**config.mk**
```make
export PLATFORM = sky130hd
export DESIGN_NAME = csa_tree_pipe
export DESIGN_NICKNAME = d
export VERILOG_FILES = /design/src/rtl/csa_tree_pkg.sv /design/src/rtl/csa_3to2.sv /design/src/rtl/csa_tree_pipe.sv
export SDC_FILE = /design/constraint.sdc
export NUM_CORES = 1
export LEC_CHECK = 0
export CORE_MARGIN = 5
export CORE_UTILIZATION = 54
export DETAILED_ROUTE_END_ITERATION = 16
export PLACE_DENSITY = 0.78
export SYNTH_ARGS = -nofsm -noshare
export SYNTH_HDL_FRONTEND = slang
export SYNTH_SLANG_ARGS = --single-unit
```
**constraint.sdc**
```tcl
create_clock -name clk -period 1.85 [get_ports clk]
set_input_delay 0.4625 -clock clk [delete_from_list [all_inputs] [get_ports clk]]
set_output_delay 0.4625 -clock clk [all_outputs]
set_load 0.01 [all_outputs]
```
**src/rtl/csa_tree_pkg.sv**
```systemverilog
// Constant sizing helpers for the carry-save reduction tree in csa_tree_pipe.
// Each 3:2 level turns n operands into 2*floor(n/3) + n%3 operands.
package csa_tree_pkg;

    function automatic int level_ops(input int n, input int level);
        int ops;
        ops = n;
        for (int l = 0; l < level; l++) begin
            if (ops > 2) begin
                ops = 2 * (ops / 3) + ops % 3;
            end
        end
        return ops;
    endfunction

    function automatic int stage_count(input int n);
        int ops;
        int cnt;
        ops = n;
        cnt = 0;
        for (int i = 0; i < 64; i++) begin
            if (ops > 2) begin
                ops = 2 * (ops / 3) + ops % 3;
                cnt++;
            end
        end
        return cnt;
    endfunction

    function automatic int csa_count(input int n, input int level);
        return level_ops(n, level) / 3;
    endfunction

endpackage

```
**src/rtl/csa_3to2.sv**
```systemverilog
// Combinational 3:2 compressor: bitwise sum and majority carry shifted up one place.
module csa_3to2 #(
    parameter int W = 8
) (
    input  logic [W-1:0] a_i,
    input  logic [W-1:0] b_i,
    input  logic [W-1:0] c_i,
    output logic [W-1:0] sum_o,
    output logic [W-1:0] carry_o
);
    logic [W-1:0] maj;

    assign sum_o   = a_i ^ b_i ^ c_i;
    assign maj     = (a_i & b_i) | (a_i & c_i) | (b_i & c_i);
    // The top majority bit falls off; sums are taken modulo 2^W.
    assign carry_o = maj << 1;
endmodule

```
**src/rtl/csa_tree_pipe.sv**
```systemverilog
// Pipelined carry-save adder tree summing DATA_N operands, one registered 3:2 level per stage.
// Defining CSA_TREE_ACC_EN adds i_clear/o_acc and a running accumulator on the output handshake.
module csa_tree_pipe
    import csa_tree_pkg::*;
#(
    parameter int  DATA_W   = 3,
    parameter int  DATA_N   = 12,
    parameter int  SIGNED   = 0,
    parameter int  ACC_W    = 16,
    localparam int O_DATA_W = DATA_W + $clog2(DATA_N)
) (
    input  logic                          clk,
    input  logic                          rst_n,
    input  logic                          i_valid,
    output logic                          i_ready,
    input  logic [0:DATA_N-1][DATA_W-1:0] i_data,
    output logic                          o_valid,
    input  logic                          o_ready,
    output logic [O_DATA_W-1:0]           o_data
`ifdef CSA_TREE_ACC_EN
    ,
    input  logic                          i_clear,
    output logic [ACC_W-1:0]              o_acc
`endif
);
    localparam int STAGES_N = stage_count(DATA_N);

    if (DATA_W < 1 || DATA_W > 32) begin : g_bad_data_w
        $error("csa_tree_pipe: DATA_W must be in 1..32");
    end
    if (DATA_N < 2 || DATA_N > 64) begin : g_bad_data_n
        $error("csa_tree_pipe: DATA_N must be in 2..64");
    end
    if (ACC_W < O_DATA_W) begin : g_bad_acc_w
        $error("csa_tree_pipe: ACC_W must be at least O_DATA_W");
    end

    logic                adv;
    logic                o_valid_q;
    logic [O_DATA_W-1:0] o_data_q;
    logic [O_DATA_W-1:0] o_data_d;
    logic [O_DATA_W-1:0] fin_a;
    logic [O_DATA_W-1:0] fin_b;
    logic                fin_vld;
    logic [O_DATA_W-1:0] in_ops [DATA_N];
`ifdef CSA_TREE_ACC_EN
    logic                fin_clr;
`endif

    // One global enable: the whole pipe freezes only when the output is full and blocked.
    assign adv     = ~o_valid_q | o_ready;
    assign i_ready = adv;

    for (genvar k = 0; k < DATA_N; k++) begin : g_ext
        if (SIGNED != 0) begin : g_sx
            assign in_ops[k] = O_DATA_W'(signed'(i_data[k]));
        end else begin : g_zx
            assign in_ops[k] = O_DATA_W'(i_data[k]);
        end
    end

    for (genvar l = 1; l <= STAGES_N; l++) begin : g_lvl
        localparam int N_P = level_ops(DATA_N, l - 1);
        localparam int N_L = level_ops(DATA_N, l);
        localparam int C_N = csa_count(DATA_N, l - 1);
        localparam int R_N = N_P - 3 * C_N;

        logic [O_DATA_W-1:0] prev  [N_P];
        logic                prev_vld;
        logic [O_DATA_W-1:0] ops_d [N_L];
        logic [O_DATA_W-1:0] ops_q [N_L];
        logic                vld_q;
`ifdef CSA_TREE_ACC_EN
        logic                prev_clr;
        logic                clr_q;
`endif

        if (l == 1) begin : g_first
            assign prev     = in_ops;
            assign prev_vld = i_valid;
`ifdef CSA_TREE_ACC_EN
            assign prev_clr = i_clear;
`endif
        end else begin : g_next
            assign prev     = g_lvl[l-1].ops_q;
            assign prev_vld = g_lvl[l-1].vld_q;
`ifdef CSA_TREE_ACC_EN
            assign prev_clr = g_lvl[l-1].clr_q;
`endif
        end

        for (genvar k = 0; k < C_N; k++) begin : g_csa
            csa_3to2 #(
                .W(O_DATA_W)
            ) u_csa (
                .a_i    (prev[3*k]),
                .b_i    (prev[3*k+1]),
                .c_i    (prev[3*k+2]),
                .sum_o  (ops_d[2*k]),
                .carry_o(ops_d[2*k+1])
            );
        end

        for (genvar k = 0; k < R_N; k++) begin : g_pass
            assign ops_d[2*C_N+k] = prev[3*C_N+k];
        end

        always_ff @(posedge clk) begin
            if (!rst_n) begin
                vld_q <= 1'b0;
            end else if (adv) begin
                vld_q <= prev_vld;
            end
        end

        always_ff @(posedge clk) begin
            if (adv) begin
                ops_q <= ops_d;
`ifdef CSA_TREE_ACC_EN
                clr_q <= prev_clr;
`endif
            end
        end
    end

    if (STAGES_N == 0) begin : g_fin_in
        assign fin_a   = in_ops[0];
        assign fin_b   = in_ops[1];
        assign fin_vld = i_valid;
`ifdef CSA_TREE_ACC_EN
        assign fin_clr = i_clear;
`endif
    end else begin : g_fin_tree
        assign fin_a   = g_lvl[STAGES_N].ops_q[0];
        assign fin_b   = g_lvl[STAGES_N].ops_q[1];
        assign fin_vld = g_lvl[STAGES_N].vld_q;
`ifdef CSA_TREE_ACC_EN
        assign fin_clr = g_lvl[STAGES_N].clr_q;
`endif
    end

    assign o_data_d = fin_a + fin_b;

    always_ff @(posedge clk) begin
        if (!rst_n) begin
            o_valid_q <= 1'b0;
            o_data_q  <= '0;
        end else if (adv) begin
            o_valid_q <= fin_vld;
            o_data_q  <= o_data_d;
        end
    end

    assign o_valid = o_valid_q;
    assign o_data  = o_data_q;

`ifdef CSA_TREE_ACC_EN
    logic             o_clr_q;
    logic [ACC_W-1:0] acc_q;
    logic [ACC_W-1:0] acc_d;
    logic [ACC_W-1:0] sum_ext;

    if (SIGNED != 0) begin : g_acc_sx
        assign sum_ext = ACC_W'(signed'(o_data_q));
    end else begin : g_acc_zx
        assign sum_ext = ACC_W'(o_data_q);
    end

    assign acc_d = o_clr_q ? sum_ext : acc_q + sum_ext;

    always_ff @(posedge clk) begin
        if (!rst_n) begin
            o_clr_q <= 1'b0;
            acc_q   <= '0;
        end else begin
            if (adv) begin
                o_clr_q <= fin_clr;
            end
            if (o_valid_q && o_ready) begin
                acc_q <= acc_d;
            end
        end
    end

    assign o_acc = acc_q;
`endif

endmodule
```
==> results.toml <==
[run_status]
outcome = "finished clean"

[synth]
ys_seq_elements = 96
ys_top_cells_by_area = "edfxtp_1, fa_1, dfxtp_1"
netlist_area_um2 = 3710
synth-async-reset-ratio_pct = 0
synth_top_flop_cell = "edfxtp_1"
yosysMostFrequentCell = "edfxtp_1"
synth_cell_types = 21
ys_top_cells_by_count = "edfxtp_1, fa_1, nand2_1"
synth.avg_cell_area_um2 = 19.8
synth_nets = 267
netlist_instances = 188
yosysWarnings = 0
yosysTopAreaCell = "edfxtp_1"
synth_edf_count = 83
yosysSeqAreaShare_pct = 74.1
yosysTopAreaCellShare_pct = 67.1

[clocking]
cts_buffer_depth = 2
cts_buffers = 9
ctsHtreeMaxLevel = 3
clk_pin_slew_ns = 0.09
cts_tree = "done"
post_cts_buffers = 0
cts_hold_buf = 0
cts.sinks = 96
clk-insertion-delay-late_ns = 0.34
cts_root_buffer = "clkbuf_8"
ctsResizeCount = 4

[grt]
grt-ovfl-total = 0
grt_pass1_vias = 1862
grt_pass1_wl_mm = 8.22
grt_use_total_pct = 12.7
antenna_found_initial = 0
grt_max_degree = 77

[finish]
final_cells = 333
n_antenna_cell = 0
nets = 327
fillCellCount = 469
layout-drive-gt1-share_pct = 9.88
syn2layout_area_growth_pct = 23.3

[critical_path]
cp_cell_sequence = "clkdlybuf4s50_1 > nor2b_4 > clkinv_2 > buf_2"
worstPathRequired_ns = 1.39
cp_max_fo = 2
r2r_setup_slack_ns = 0.35
r2r_start = "o_valid$_SDFFE_PN0P_"
arrival_ns = 1.28
worst-setup-path-type = "in -> out"
ff2ff_path_depth = 4
start_kind = "input port"
slowest_stage = "clkdlybuf4s50_1"
cp_num_buf_inv = 3
cp-end-kind = "output port"
crit-reg2reg-capture = "g_lvl[3].ops_q[23]$_DFFE_PP_"
worst_path_largest_cell_delay_ns = 0.45
path_delay_family = "buffers and inverters"

[pwr]
pwr-share-seq_pct = 55.8
p_int_w = 0.00454
peakVddDrop_uv = 583
powerDensity_nw_per_um2 = 1270
p_sw_w = 0.00128
clockPowerShare_pct = 29.6
combPwrFrac_pct = 14.5
p_leak_nw = 1.73
power_w = 0.00582
switching_share_pct = 22.0

[timing]
rsz0062_at_grt = "false"
slew_headroom_pct = 74.3
tightest_slew_ns = 0.385
finalSetupViolCount = 0
fin_crit_ns = 1.74
timing.hold.ws_ns = 0.426
fmax_mhz = 575
fin_skew_ns = 0.00728
hold_violations = 0
tns_ns = 0
worst_slack_ns = 0.111
fin_crit_sh_pct = 94.0
drv_slew = 0

[drt]
first_pass_iters = 4
route.detailed.drc = 0
drt-initial-drc-count = 93
via_per_inst = 5.06
vias = 1684
final_antenna_net_count = 0
routedWlPerCell_um = 14.3
drt-total-wl_mm = 4.78

[worst_hold_path]
hold_end = "g_lvl[4].ops_q[4]$_DFFE_PP_"
hold_path_depth = 0
min_path_type = "reg -> reg"
worstHoldStart = "g_lvl[3].ops_q[4]$_DFFE_PP_"

[die]
initial_core_util_pct = 55.0
core_um2 = 6760
die_y_um = 92.9
ioPinCount = 49
die_area_um2 = 8640
num_rows = 30
die_w_um = 92.9

[placement]
place_inst = 317
place.gp.congestion = 0.737
dp_slack_ns = -0.299
dp_hpwl_mm = 3.39
io_buffers = 48

[flow_run]
cap_violations = 0
## cell families after synthesis
| group | after synthesis | synth area share, % |
|---|---|---|
| AOI/OAI and AO/OA | 16 | 2.73 |
| adders and majority gates | 39 | 18.6 |
| DFF | 96 | 74.1 |
| and+or+nand+nor | 28 | 3.27 |
| xor gates and xnor gates | 1 | 0.236 |
| buffers and inverters | 8 | 1.04 |
## cells in the final DEF (no fill, tap or decap), drive strengths merged
master         count
nor2               4
xnor2              1
edfxtp            83
a21oi             11
fa                27
clkinvlp           1
ha                12
buf                5
clkbuf             9
nand2             19
nand3              3
a211oi             1
o21ai              2
o211ai             1
a2111o             1
bufinv             4
inv                5
clkinv             2
nor2b              2
clkdlybuf4s50     47
dfxtp             13
## sequential cells by signal, summed over array words and instances, names as in the netlist
name         flops
fin_a            6
g_lvl.vld_q      4
fin_vld          1
fin_b            4
o_valid          1
g_lvl.ops_q     73
o_data           7
## metrics by stage
stage	util (%)	area, µm²
after floorplan	-	3710
after global placement	63.9	4320
after detailed placement	63.9	4320
after CTS	67.8	4580
after global routing	67.8	4580
final	67.8	4580
## cell type report
cell class	count	area (µm²)	area share [%]
flip-flops and latches	96	2750	60.1
multi-input cells	84	922	20.1
repair buffers	52	518	11.3
clock inverters	7	141	3.09
clock buffers	9	124	2.71
well taps	80	100	2.19
inverters	5	20.0	0.437
## layer usage
| layer | wire length (µm) | up-vias | global-route usage [%] |
|---|---|---|---|
| met5 | 0 | - | 0 |
| met4 | 57 | 0 | 5.13 |
| met3 | 339 | 7 | 5.36 |
| met2 | 2460 | 52 | 20.9 |
| met1 | 1920 | 824 | 14.6 |
| li1 | - | 801 | - |
## worst max-delay path by stage
stage,slack (ns),cells past startpoint,endpoint,from
6_report,0.11,4,i_ready,o_ready
4_1_cts,0.1,4,i_ready,o_ready
2_1_floorplan,0.31,3,i_ready,o_ready
3_3_place_gp,-0.30,4,i_ready,o_ready
3_5_place_dp,-0.30,4,i_ready,o_ready
5_1_grt,0.07,5,g_lvl[3].ops_q[17]$_DFFE_PP_,o_ready
## power by group through the flow
stage,Combinational [W],Clock [W],Sequential [W]
2_1_floorplan,0.000453,0,0.00328
3_3_place_gp,0.000788,0,0.00328
3_5_place_dp,0.000871,0,0.00332
4_1_cts,0.000878,0.00176,0.00327
5_1_grt,0.000992,0.00187,0.00332
6_report,0.000847,0.00172,0.00325
No activity file was read; power rests on OpenSTA's default activity.
